[src/rtl/font_pkg.sv]
// Shared font definitions: glyph geometry, character codes, banner FSM states.
package font_pkg;

    localparam int CHAR_W = 8;
    localparam int CHAR_H = 16;

    localparam logic [9:0] CH_A     = 10'h0a;
    localparam logic [9:0] CH_T     = 10'h1d;
    localparam logic [9:0] CH_EXCL  = 10'h3f;
    localparam logic [9:0] CH_BLANK = 10'h3e;

    typedef enum logic [1:0] {
        ST_IDLE,
        ST_LOAD,
        ST_SHOW,
        ST_HOLD
    } banner_state_t;

endpackage

[src/rtl/text_banner_if.sv]
// Character write port: valid/ready beats carrying a font code and a last flag.
interface text_banner_if;
    logic       wr_valid;
    logic [9:0] wr_char;
    logic       wr_last;
    logic       wr_ready;

    modport master (output wr_valid, wr_char, wr_last, input wr_ready);
    modport slave  (input wr_valid, wr_char, wr_last, output wr_ready);
endinterface

[src/rtl/text_banner_store.sv]
// Character buffer: one synchronous write port, one combinational read port.
module text_banner_store #(
    parameter int DEPTH = 16,
    parameter int AW    = 4,
    parameter int DW    = 10
) (
    input  logic          Clk,
    input  logic          we,
    input  logic [AW-1:0] wa,
    input  logic [DW-1:0] wd,
    input  logic [AW-1:0] ra,
    output logic [DW-1:0] rd
);

    logic [DW-1:0] mem [DEPTH];

    // Write the accepted character; contents need no reset.
    always_ff @(posedge Clk) begin
        if (we) mem[wa] <= wd;
    end

    assign rd = mem[ra];

endmodule

[src/rtl/text_banner.sv]
// Typewriter HUD text line: loads a string over the write port, reveals it
// one character per tick, and decodes the current pixel into font code/flag.
module text_banner #(
    parameter int         MAX_CHARS  = 16,
    parameter int         X_START    = 200,
    parameter int         Y_START    = 400,
    parameter int         CHAR_W     = font_pkg::CHAR_W,
    parameter int         CHAR_H     = font_pkg::CHAR_H,
    parameter logic [9:0] BLANK_CODE = 10'h3e
) (
    input  logic             Clk,
    input  logic             Reset,
    input  logic             clear,
    text_banner_if.slave     wr,
    input  logic             reveal_tick,
    input  logic [9:0]       DrawX,
    input  logic [9:0]       DrawY,
    output logic [9:0]       start_x,
    output logic [9:0]       start_y,
    output logic [9:0]       n,
    output logic             is_word,
    output logic             shown
);
    import font_pkg::*;

    localparam int LW = $clog2(MAX_CHARS + 1);
    localparam int AW = (MAX_CHARS > 1) ? $clog2(MAX_CHARS) : 1;
    localparam int SH = $clog2(CHAR_W);
    localparam logic [9:0] XS = 10'(X_START);
    localparam logic [9:0] YS = 10'(Y_START);
    localparam logic [9:0] YE = 10'(Y_START + CHAR_H);

    banner_state_t state, state_nx;
    logic [LW-1:0] len, rev;
    logic          accept, commit, last_rev;
    logic [9:0]    off, idx, rd_data;
    logic          in_x, in_y;

    assign wr.wr_ready = (state == ST_IDLE || state == ST_LOAD) &&
                         (len < LW'(MAX_CHARS)) && !clear;
    assign accept   = wr.wr_valid && wr.wr_ready;
    // Final beat either flagged explicitly or filling the buffer.
    assign commit   = wr.wr_last || (len == LW'(MAX_CHARS - 1));
    assign last_rev = (rev + LW'(1)) == len;

    // State and counter registers; clear wipes the string from any state.
    always_ff @(posedge Clk) begin
        if (Reset) begin
            state <= ST_IDLE;
            len   <= '0;
            rev   <= '0;
        end else begin
            state <= state_nx;
            if (clear) begin
                len <= '0;
                rev <= '0;
            end else if (accept) begin
                len <= len + LW'(1);
                rev <= '0;
            end else if (state == ST_SHOW && reveal_tick) begin
                rev <= rev + LW'(1);
            end
        end
    end

    // Next-state logic: load until commit, reveal until full, then hold.
    always_comb begin
        state_nx = state;
        if (clear) begin
            state_nx = ST_IDLE;
        end else begin
            case (state)
                ST_IDLE, ST_LOAD: if (accept) state_nx = commit ? ST_SHOW : ST_LOAD;
                ST_SHOW:          if (reveal_tick && last_rev) state_nx = ST_HOLD;
                default:          state_nx = state;
            endcase
        end
    end

    text_banner_store #(.DEPTH(MAX_CHARS), .AW(AW), .DW(10)) u_store (
        .Clk (Clk),
        .we  (accept),
        .wa  (AW'(len)),
        .wd  (wr.wr_char),
        .ra  (AW'(idx)),
        .rd  (rd_data)
    );

    // Pixel decode; off wraps for DrawX < X_START, so in_x gates both outputs.
    always_comb begin
        off     = DrawX - XS;
        idx     = off >> SH;
        in_x    = DrawX >= XS;
        in_y    = (DrawY >= YS) && (DrawY < YE);
        is_word = in_x && in_y && (idx < 10'(rev));
        n       = (in_x && idx < 10'(len)) ? rd_data : BLANK_CODE;
    end

    assign start_x = XS;
    assign start_y = YS;
    assign shown   = state == ST_HOLD;

endmodule

[src/flat_wrapper.sv]
// flat-port wrapper written by rule: the top's interface ports become plain ports
module text_banner_flat import font_pkg::*;
#(
    parameter int         MAX_CHARS  = 16,
    parameter int         X_START    = 200,
    parameter int         Y_START    = 400,
    parameter int         CHAR_W     = font_pkg::CHAR_W,
    parameter int         CHAR_H     = font_pkg::CHAR_H,
    parameter logic [9:0] BLANK_CODE = 10'h3e
)
  (Clk, Reset, clear, reveal_tick, DrawX, DrawY, start_x, start_y, n, is_word, shown, wr_wr_valid, wr_wr_char, wr_wr_last, wr_wr_ready);
  text_banner_if wr_i ();
  input  logic Clk;
  input  logic Reset;
  input  logic clear;
  input  logic reveal_tick;
  input  logic [9:0] DrawX;
  input  logic [9:0] DrawY;
  output logic [9:0] start_x;
  output logic [9:0] start_y;
  output logic [9:0] n;
  output logic is_word;
  output logic shown;
  input wire logic [$bits(wr_i.wr_valid)-1:0] wr_wr_valid;
  input wire logic [$bits(wr_i.wr_char)-1:0] wr_wr_char;
  input wire logic [$bits(wr_i.wr_last)-1:0] wr_wr_last;
  output wire logic [$bits(wr_i.wr_ready)-1:0] wr_wr_ready;
  assign wr_i.wr_valid = wr_wr_valid;
  assign wr_i.wr_char = wr_wr_char;
  assign wr_i.wr_last = wr_wr_last;
  assign wr_wr_ready = wr_i.wr_ready;
  text_banner #(.MAX_CHARS(MAX_CHARS), .X_START(X_START), .Y_START(Y_START), .CHAR_W(CHAR_W), .CHAR_H(CHAR_H), .BLANK_CODE(BLANK_CODE)) u_core (.Clk(Clk), .Reset(Reset), .clear(clear), .wr(wr_i), .reveal_tick(reveal_tick), .DrawX(DrawX), .DrawY(DrawY), .start_x(start_x), .start_y(start_y), .n(n), .is_word(is_word), .shown(shown));
endmodule
[config.mk]
export PLATFORM = sky130hd
export DESIGN_NAME = text_banner_flat
export DESIGN_NICKNAME = d
export VERILOG_FILES = /design/src/rtl/font_pkg.sv /design/src/rtl/text_banner_if.sv /design/src/rtl/text_banner_store.sv /design/src/rtl/text_banner.sv /design/src/flat_wrapper.sv
export SDC_FILE = /design/constraint.sdc
export NUM_CORES = 1
export LEC_CHECK = 0
export ABC_CLOCK_PERIOD_IN_PS = 2820
export CORE_MARGIN = 2
export CORE_UTILIZATION = 63
export DETAILED_ROUTE_END_ITERATION = 7
export DONT_BUFFER_PORTS = 1
export GPL_TIMING_DRIVEN = 1
export PLACE_DENSITY = 0.82
export SKIP_LAST_GASP = 1
export SYNTH_ARGS = -nofsm -noshare
export SYNTH_HDL_FRONTEND = slang
export SYNTH_HIERARCHICAL = 1
export SYNTH_SLANG_ARGS = --single-unit
[constraint.sdc]
create_clock -name Clk -period 2.82 [get_ports Clk]
set_input_delay 0.423 -clock Clk [delete_from_list [all_inputs] [get_ports Clk]]
set_output_delay 0.423 -clock Clk [all_outputs]
set_load 0.01 [all_outputs]
==> out/metrics.yaml, run 1 <==
run_status:
  outcome: "complete, no violations"
global_route:
  grt_max_degree: 42
  grt.met2_usage_pct: 41.41
  grt-busiest-layer: "met2"
  grt_pass1_vias: 4014
  use_met1_pct: 32.03
  grtUsageMet3_pct: 6.641
  antenna_found_initial: 0
  grt_usage_pct: 24.75
  grt_first_pass_wirelength_mm: 22.66
  grt-ovfl-total: 0
power:
  pwr_density_cell_nw_per_um2: 668.7
  ir_worst_vdd_v: 0.0009713
  p_leak_nw: 2.863
  p_total_mw: 5.591
cts:
  hold_buffers: 0
  clk_pin_slew_ns: 0.07
  cts_buffers: 17
  ctsRootBufferMaster: "clkbuf_16"
  tritoncts: "yes"
  post_cts_buffers: 0
  cts.sinks: 172
  cts_buffer_depth: 2
  htreeDepth: 4
  insertion_delay_ns: 0.43
timing:
  max_freq_ghz: 0.3610
  timing.final.crit_share_pct: 98.24
  fin_skew_ns: 0.01021
  setup_tns_ns: 0
  period_needed_ns: 2.770
  grt_setup_unrepaired: "yes"
  slew_headroom_pct: 59.08
  drv_slew: 0
  worstMarginPinSlew_ns: 0.6095
  hold_violations: 0
  setup_viol: 0
finish:
  n_antenna_cell: 0
  drive_gt1_share_pct: 22.66
  final_area_um2: 8361
  final_nets: 516
  fillerInstances: 634
  syn_to_final_growth_pct: 13.41
route:
  drt.antenna.violating_nets: 0
  wl_per_cell_um: 24.04
  dr.pass1.iters: 5
  drc: 0
  via_count: 3976
  viasPerCell: 6.372
  routed_wl_mm: 15.00
  drtIter0Drc: 474
synth:
  syn_area_um2: 7372
  ys_ff_latch: 172
  synth_cells: 425
  ys.flop_type: "edfxtp_1"
  yosysWarnings: 6
  syn_area_per_cell_um2: 17.35
  synth_edf_count: 160
  yosysSeqAreaShare_pct: 68.43
  ys_types: 47
  postSynth.asyncResetShare_pct: 0
floorplanning:
  rows: 39
  die_h_um: 112.2
  io_pins: 69
  die-width_um: 112.2
  die_area_um2: 12580
  coreArea_um2: 11420
  start_util_pct: 64.56
setup_path:
  cp_data_arrival_time_ns: 2.35
  path_max_fanout: 10
  slowest_delay_ns: 0.53
  cp_slowest_cell: "dfxtp_1"
  rr_startpoint: "u_core/len[4]$_SDFFE_PP0P_"
  critPathLaunch: "u_core/len[2]$_SDFFE_PP0P_"
  path_cells: "inv_1 > ha_1 > o21ai_0 > a21oi_4 > nor3b_1 > buf_4"
  worstSetupPathType: "reg -> out"
  cp_data_required_time_ns: 2.40
  endpoint_kind: "output port"
  startpoint_type: "flop"
placement:
  port_buffers: 0
  dpl.hpwl_mm: 9.258
  place_area_um2: 7692
  place_congestion: 0.8194
worst_hold_path:
  min-delay-start: "wr_wr_char[2]"
  hold_class: "in -> reg"
flow_run:
  maxCapViolations: 0
logic make-up after synthesis:
logic type / Yosys count / share of synthesized area [%]
compound gates: 43 / 4.090
other cells: 2 / 0.1019
buf+inv: 47 / 3.938
fa+ha+maj: 12 / 2.037
mux: 41 / 12.97
xor+xnor: 14 / 1.663
simple gates: 94 / 6.772
flops: 172 / 68.43
metal layers:
layer	vias up	wire length (um)	share of wire, %
met3	26	1159	7.7
met5	-	0	0
met4	0	306	2.0
met1	2007	5676	38
li1	1743	-	-
met2	200	7860	52
final timing paths:
path / end / slack (ns) / cells past startpoint
min reg2reg: u_core/state[1]$_SDFFE_PP0P_ / 0.52 / 2
max: n[7] / 0.05 / 6
max reg2reg: u_core/u_store/mem[0][8]$_DFFE_PP_ / 0.42 / 5
min: u_core/u_store/mem[10][2]$_DFFE_PP_ / 0.08 / 0
what timing repair did:
action | in CTS | in global routing
endpoints found under the setup margin | 10 | 8
cloned | 0 | 1
gates resized for setup | 2 | 2
registers in the layout, summed over array words and instances (netlist names):
| signal | flops |
|---|---|
| u_core/u_store/mem | 160 |
| u_core/state | 2 |
| u_core/len | 5 |
| u_core/rev | 5 |
final cells by class:
type                    instances  area [um2]  area share [%]
clock inverters                15       203.9           2.439
multi-input cells             224        2118           25.34
flip-flops and latches        172        5045           60.34
clock buffers                  17       425.4           5.088
inverters                      14       53.80          0.6435
repair buffers                 39       335.3           4.011
well taps                     143       178.9           2.140
synth_stat cells, drive strengths merged, types with 2 or more instances:
library cell	n	area (um2)
a21oi	7	35.03
nand2b	4	25.02
edfxtp	160	4805
nor2b	4	25.02
a22oi	20	150.1
o21ai	7	35.03
nand4	2	18.77
nor3	8	45.04
mux4	40	945.9
xor2	4	35.03
inv	13	48.80
and2	2	12.51
clkbuf	3	11.26
xnor2	10	87.58
nand3	5	25.02
nand2	20	75.07
a21boi	3	22.52
conb	2	7.510
ha	12	150.1
dfxtp	12	240.2
nand3b	3	22.52
nor3b	6	45.04
or3	6	37.54
buf	30	225.2
nor4bb	2	20.02
nor2	26	97.59
report_power, final:
group / switching, mW / internal [mW] / total [mW]
combinational: 0.199 / 0.155 / 0.355
clock: 1.01 / 1.43 / 2.44
sequential: 0.00361 / 2.80 / 2.80
total: 1.21 / 4.38 / 5.59
critical path: cells and delay by family, from the launching register on:
kind	cells	cell delay, ns
flops	1	0.53
buf+inv	2	0.38
simple gates	1	0.37
compound gates	2	0.33
fa+ha+maj	1	0.32
cells in the final DEF (no fill, tap or decap), types with 7 or more instances in the layout:
cell type and count:
a22oi_1 20, buf_4 36, clkbuf_16 18, conb_1 20
dfxtp_1 12, edfxtp_1 160, ha_1 12, inv_1 11
mux4_1 12, mux4_2 28, nand2_1 20, nor2_1 25
nor3_1 7, o21ai_0 7, xnor2_1 10
stage by stage:
step	util [%]	cells	setup WS, ns	hold slack [ns]
finish	73.22	624	0.04959	0.08418
global route	73.22	624	-0.02600	0.06699
CTS	72.93	623	0.05688	0.07135
detailed placement	67.37	591	-0.08570	0.5064
global placement	67.37	591	0.001472	0.4865
floorplan	-	443	0.2151	0.4663
No activity file was read; power rests on OpenSTA's default activity.
==> run 2: changes to the inputs <==
CAP_MARGIN = 20   (was unset)
CORE_MARGIN = 8   (was 2)
==> out/metrics.yaml, run 2 (synthesis results as in run 1) <==
run_status:
  outcome: "complete, no violations"
global_route:
  grt_usage_pct: 22.44
  grt-ovfl-total: 0
  grt_first_pass_wirelength_mm: 24.41
  grt_pass1_vias: 4225
  grt_max_degree: 41
  antenna_found_initial: 1
setup_path:
  cp_data_required_time_ns: 2.40
  startpoint_type: "input pin"
  endpoint_kind: "output port"
  path_max_fanout: 18
  rr_startpoint: "u_core/len[4]$_SDFFE_PP0P_"
  critPathLaunch: "DrawX[3]"
  worstSetupPathType: "in -> out"
  cp_data_arrival_time_ns: 2.36
flow_run:
  maxCapViolations: 0
finish:
  final_util_pct: 73.43
  largestRegisters: "u_core/u_store/mem: 160 flops, u_core/len: 5 flops, u_core/rev: 5 flops"
  drive_gt1_share_pct: 23.20
  largest_register: "u_core/u_store/mem"
  syn_to_final_growth_pct: 13.73
  final_nets: 522
  final_common_cell: "edfxtp_1"
  n_antenna_cell: 0
  largest_reg_flops: 160
  fillerInstances: 634
  most-common-layout-cells: "160 x edfxtp_1, 42 x buf_4, 28 x mux4_2"
cts:
  htreeDepth: 4
  insertion_delay_ns: 0.43
  cts.sinks: 172
  clk_pin_slew_ns: 0.07
  cts_buffers: 17
  tritoncts: "yes"
  cts_buffer_depth: 2
  ctsRootBufferMaster: "clkbuf_16"
power:
  p_int_mw: 4.301
  pwr_density_cell_nw_per_um2: 663.5
  ir_worst_vdd_v: 0.0005606
  switching_share_pct: 22.68
  p_sw_mw: 1.262
  p_leak_nw: 2.888
  p_total_mw: 5.563
  combinationalPowerShare_pct: 6.7
  seqPwrFrac_pct: 50.3
  clkPwrFrac_pct: 43.0
route:
  drc: 0
  via_count: 4123
  dr.pass1.iters: 5
  wl_per_cell_um: 25.84
  routed_wl_mm: 16.28
  drt.antenna.violating_nets: 0
  drtIter0Drc: 490
  viasPerCell: 6.544
timing:
  setup_viol: 0
  fin_skew_ns: 0.01054
  hold_violations: 0
  timing.final.crit_share_pct: 98.55
  hold_slack_ns: 0.08125
  worstMarginPinSlew_ns: 0.7106
  setup_tns_ns: 0
  drv_slew: 0
  grt_setup_unrepaired: "yes"
  max_freq_ghz: 0.3598
  slew_headroom_pct: 52.29
  period_needed_ns: 2.779
placement:
  place_congestion: 0.8811
  dpl.hpwl_mm: 9.893
  port_buffers: 0
worst_hold_path:
  hold_class: "in -> reg"
  min-delay-start: "wr_wr_char[2]"
floorplanning:
  coreArea_um2: 11420
  io_pins: 69
  die-width_um: 124.2
  rows: 39
  start_util_pct: 64.56
  die_h_um: 124.2
  die_area_um2: 15420
run 2: stage by stage:
| stage | worst slack (ns) | instance area (um2) | cells |
|---|---|---|---|
| 6_report | 0.04094 | 8384 | 630 |
| 5_1_grt | 0.005049 | 8384 | 630 |
| 4_1_cts | 0.05537 | 8377 | 630 |
| 3_5_place_dp | -0.005703 | 7737 | 597 |
| 3_3_place_gp | 0.1000 | 7737 | 597 |
| 2_1_floorplan | 0.2151 | 7440 | 443 |
run 2: worst paths after layout:
| check | endpoint | slack, ns | cells past startpoint |
|---|---|---|---|
| worst max register to register | u_core/u_store/mem[0][8]$_DFFE_PP_ | 0.50 | 5 |
| worst min register to register | u_core/rev[1]$_SDFFE_PP0P_ | 0.53 | 2 |
| worst max-delay path | n[3] | 0.04 | 8 |
| worst min-delay path | u_core/u_store/mem[0][2]$_DFFE_PP_ | 0.08 | 0 |
run 2: critical path, stage by stage:
cell	delay (ns)
inv_2	0.04
ha_1	0.30
inv_2	0.13
bufbuf_16	0.34
mux4_2	0.31
a22oi_1	0.24
nand2_1	0.13
or3_1	0.44
run 2: power groups by stage:
stage / clock network, mW / registers, mW / logic [mW]
after floorplan: 0 / 2.85 / 0.259
after global placement: 0 / 2.86 / 0.328
after detailed placement: 0 / 2.86 / 0.342
after CTS: 2.40 / 2.80 / 0.363
after global routing: 2.51 / 2.80 / 0.397
final: 2.39 / 2.80 / 0.371
run 2: cell type report:
class,instances,area [um2],share of cell area [%]
Clock buffer,17,425.4,5.074
Clock inverter,15,181.4,2.164
Inverter,14,53.80,0.6417
Multi-Input combinational cell,224,2105,25.10
Sequential cell,172,5045,60.17
Tap cell,143,178.9,2.134
Timing Repair Buffer,45,395.4,4.716
run 2: timing repair:
item	in CTS	in global routing
resized for setup	1	1
gates cloned	1	0
buffers inserted	0	0
hold buffers	0	0
pin swaps	0	0
endpoints found under the setup margin	1	1
run 2: layer usage:
layer | part of all wire, % | vias up | track usage, %
met1 | 35 | 2045 | 26.20
li1 | - | 1751 | -
met4 | 3.7 | 2 | 11.15
met5 | 0.080 | - | 0
met3 | 11 | 58 | 7.344
met2 | 50 | 267 | 36.81
==> run 3: changes to the inputs <==
SKIP_LAST_GASP = unset   (was 1)
==> out/metrics.yaml, run 3 (synthesis results as in run 1) <==
timing:
  grt_setup_unrepaired: "no"
  timing.final.crit_share_pct: 98.62
  fin_skew_ns: 0.01041
  max_freq_ghz: 0.3596
  slew_headroom_pct: 53.33
  worstMarginPinSlew_ns: 0.6950
  hold_violations: 0
  fin_ws_ns: 0.03902
  drv_slew: 0
  hold_slack_ns: 0.08086
  setup_tns_ns: 0
  period_needed_ns: 2.781
  setup_viol: 0
route:
  routed_wl_mm: 16.27
  viasPerCell: 6.495
  dr.pass1.iters: 6
  drc: 0
  drtIter0Drc: 504
  drt.antenna.violating_nets: 0
  via_count: 4092
  wl_per_cell_um: 25.82
power:
  p_leak_nw: 2.889
  pwr_density_cell_nw_per_um2: 662.9
  ir_worst_vdd_v: 0.0005599
floorplanning:
  die_h_um: 124.2
  coreArea_um2: 11420
  start_util_pct: 64.56
  die-width_um: 124.2
  rows: 39
  die_area_um2: 15420
  io_pins: 69
cts:
  ctsRootBufferMaster: "clkbuf_16"
  cts_buffers: 17
  insertion_delay_ns: 0.43
  tritoncts: "yes"
  clk_pin_slew_ns: 0.07
  post_cts_buffers: 0
  cts_buffer_depth: 2
  htreeDepth: 4
  cts.sinks: 172
  hold_buffers: 0
setup_path:
  cp_data_required_time_ns: 2.40
  reg2reg_setup_slack_ns: 0.50
  path_max_fanout: 18
  cp_data_arrival_time_ns: 2.36
  rr_startpoint: "u_core/len[4]$_SDFFE_PP0P_"
  startpoint_type: "input pin"
  r2r_cells: 5
  worstSetupPathType: "in -> out"
  endpoint_kind: "output port"
  r2r-end: "u_core/u_store/mem[0][8]$_DFFE_PP_"
finish:
  n_antenna_cell: 0
  drive_gt1_share_pct: 23.41
  largestRegisters: "u_core/u_store/mem: 160 flops, u_core/len: 5 flops, u_core/rev: 5 flops"
  largest_register: "u_core/u_store/mem"
  final_common_cell: "edfxtp_1"
  final_area_um2: 8389
  largest_reg_flops: 160
  final_util_pct: 73.47
  syn_to_final_growth_pct: 13.80
  most-common-layout-cells: "160 x edfxtp_1, 42 x buf_4, 28 x mux4_2"
  final_nets: 522
run_status:
  outcome: "complete, no violations"
global_route:
  grt_max_degree: 41
  grt-ovfl-total: 0
  grt_pass1_vias: 4225
  antenna_found_initial: 1
  grt_first_pass_wirelength_mm: 24.41
  grt_usage_pct: 22.44
placement:
  place_area_um2: 7737
  place_congestion: 0.8811
  port_buffers: 0
  dpl.hpwl_mm: 9.893
  post-place-ws_ns: -0.005703
worst_hold_path:
  min-delay-start: "wr_wr_char[8]"
  holdPathEnd: "u_core/u_store/mem[12][8]$_DFFE_PP_"
  min_path_cells: 0
  hold_class: "in -> reg"
flow_run:
  maxCapViolations: 0
-- run 3: changes by cell type in the layout (fill, tap and decap cells not counted) --
cell and change:
a22oi_2 +1, a22oi_1 -1
-- run 3: cell type report --
| type | count | area (um2) |
|---|---|---|
| inverters | 14 | 53.80 |
| fillers | 634 | 3029 |
| well taps | 143 | 178.9 |
| clock inverters | 15 | 181.4 |
| multi-input cells | 224 | 2110 |
| clock buffers | 17 | 425.4 |
| repair buffers | 45 | 395.4 |
| flip-flops and latches | 172 | 5045 |
-- run 3: timing repair --
action,in CTS,in global routing
gates cloned,1,0
gates resized for setup,1,2
setup endpoints to repair,1,1
-- run 3: critical path, cell delays in order --
cell and delay [ns]:
inv_2 0.04, ha_1 0.30, inv_2 0.13, bufbuf_16 0.34, mux4_2 0.31, a22oi_1 0.23, nand2_1 0.13, or3_1 0.44
-- run 3: through the flow --
stage	std cells	total power, mW
floorplan	443	3.113
global placement	597	3.184
detailed placement	597	3.199
CTS	630	5.568
global route	630	5.711
finish	630	5.562
-- run 3: per-layer routing --
metal	global-route usage, %	wire length, um	share of wire, %
met5	0	13	0.080
met3	7.344	1686	10
met4	11.15	621	3.8
met2	36.81	8105	50
met1	26.20	5842	36
-- run 3: where the power goes --
| group | total, mW | leakage [nW] | internal, mW | switching [mW] |
|---|---|---|---|---|
| registers | 2.80 | 1.54 | 2.80 | 0.00580 |
| clock network | 2.39 | 0.289 | 1.34 | 1.05 |
| logic | 0.372 | 1.06 | 0.167 | 0.205 |
| total | 5.56 | 2.89 | 4.30 | 1.26 |
-- run 3: worst max path at each step --
stage / slack [ns] / depth (start not counted) / start / endpoint
floorplan: 0.22 / 4 / clear / u_core/u_store/mem[0][0]$_DFFE_PP_
global placement: 0.10 / 8 / DrawX[3] / n[4]
detailed placement: -0.006 / 8 / DrawX[3] / n[4]
CTS: 0.06 / 6 / DrawX[3] / n[4]
global route: 0.005 / 8 / DrawX[3] / n[3]
finish: 0.04 / 8 / DrawX[3] / n[3]
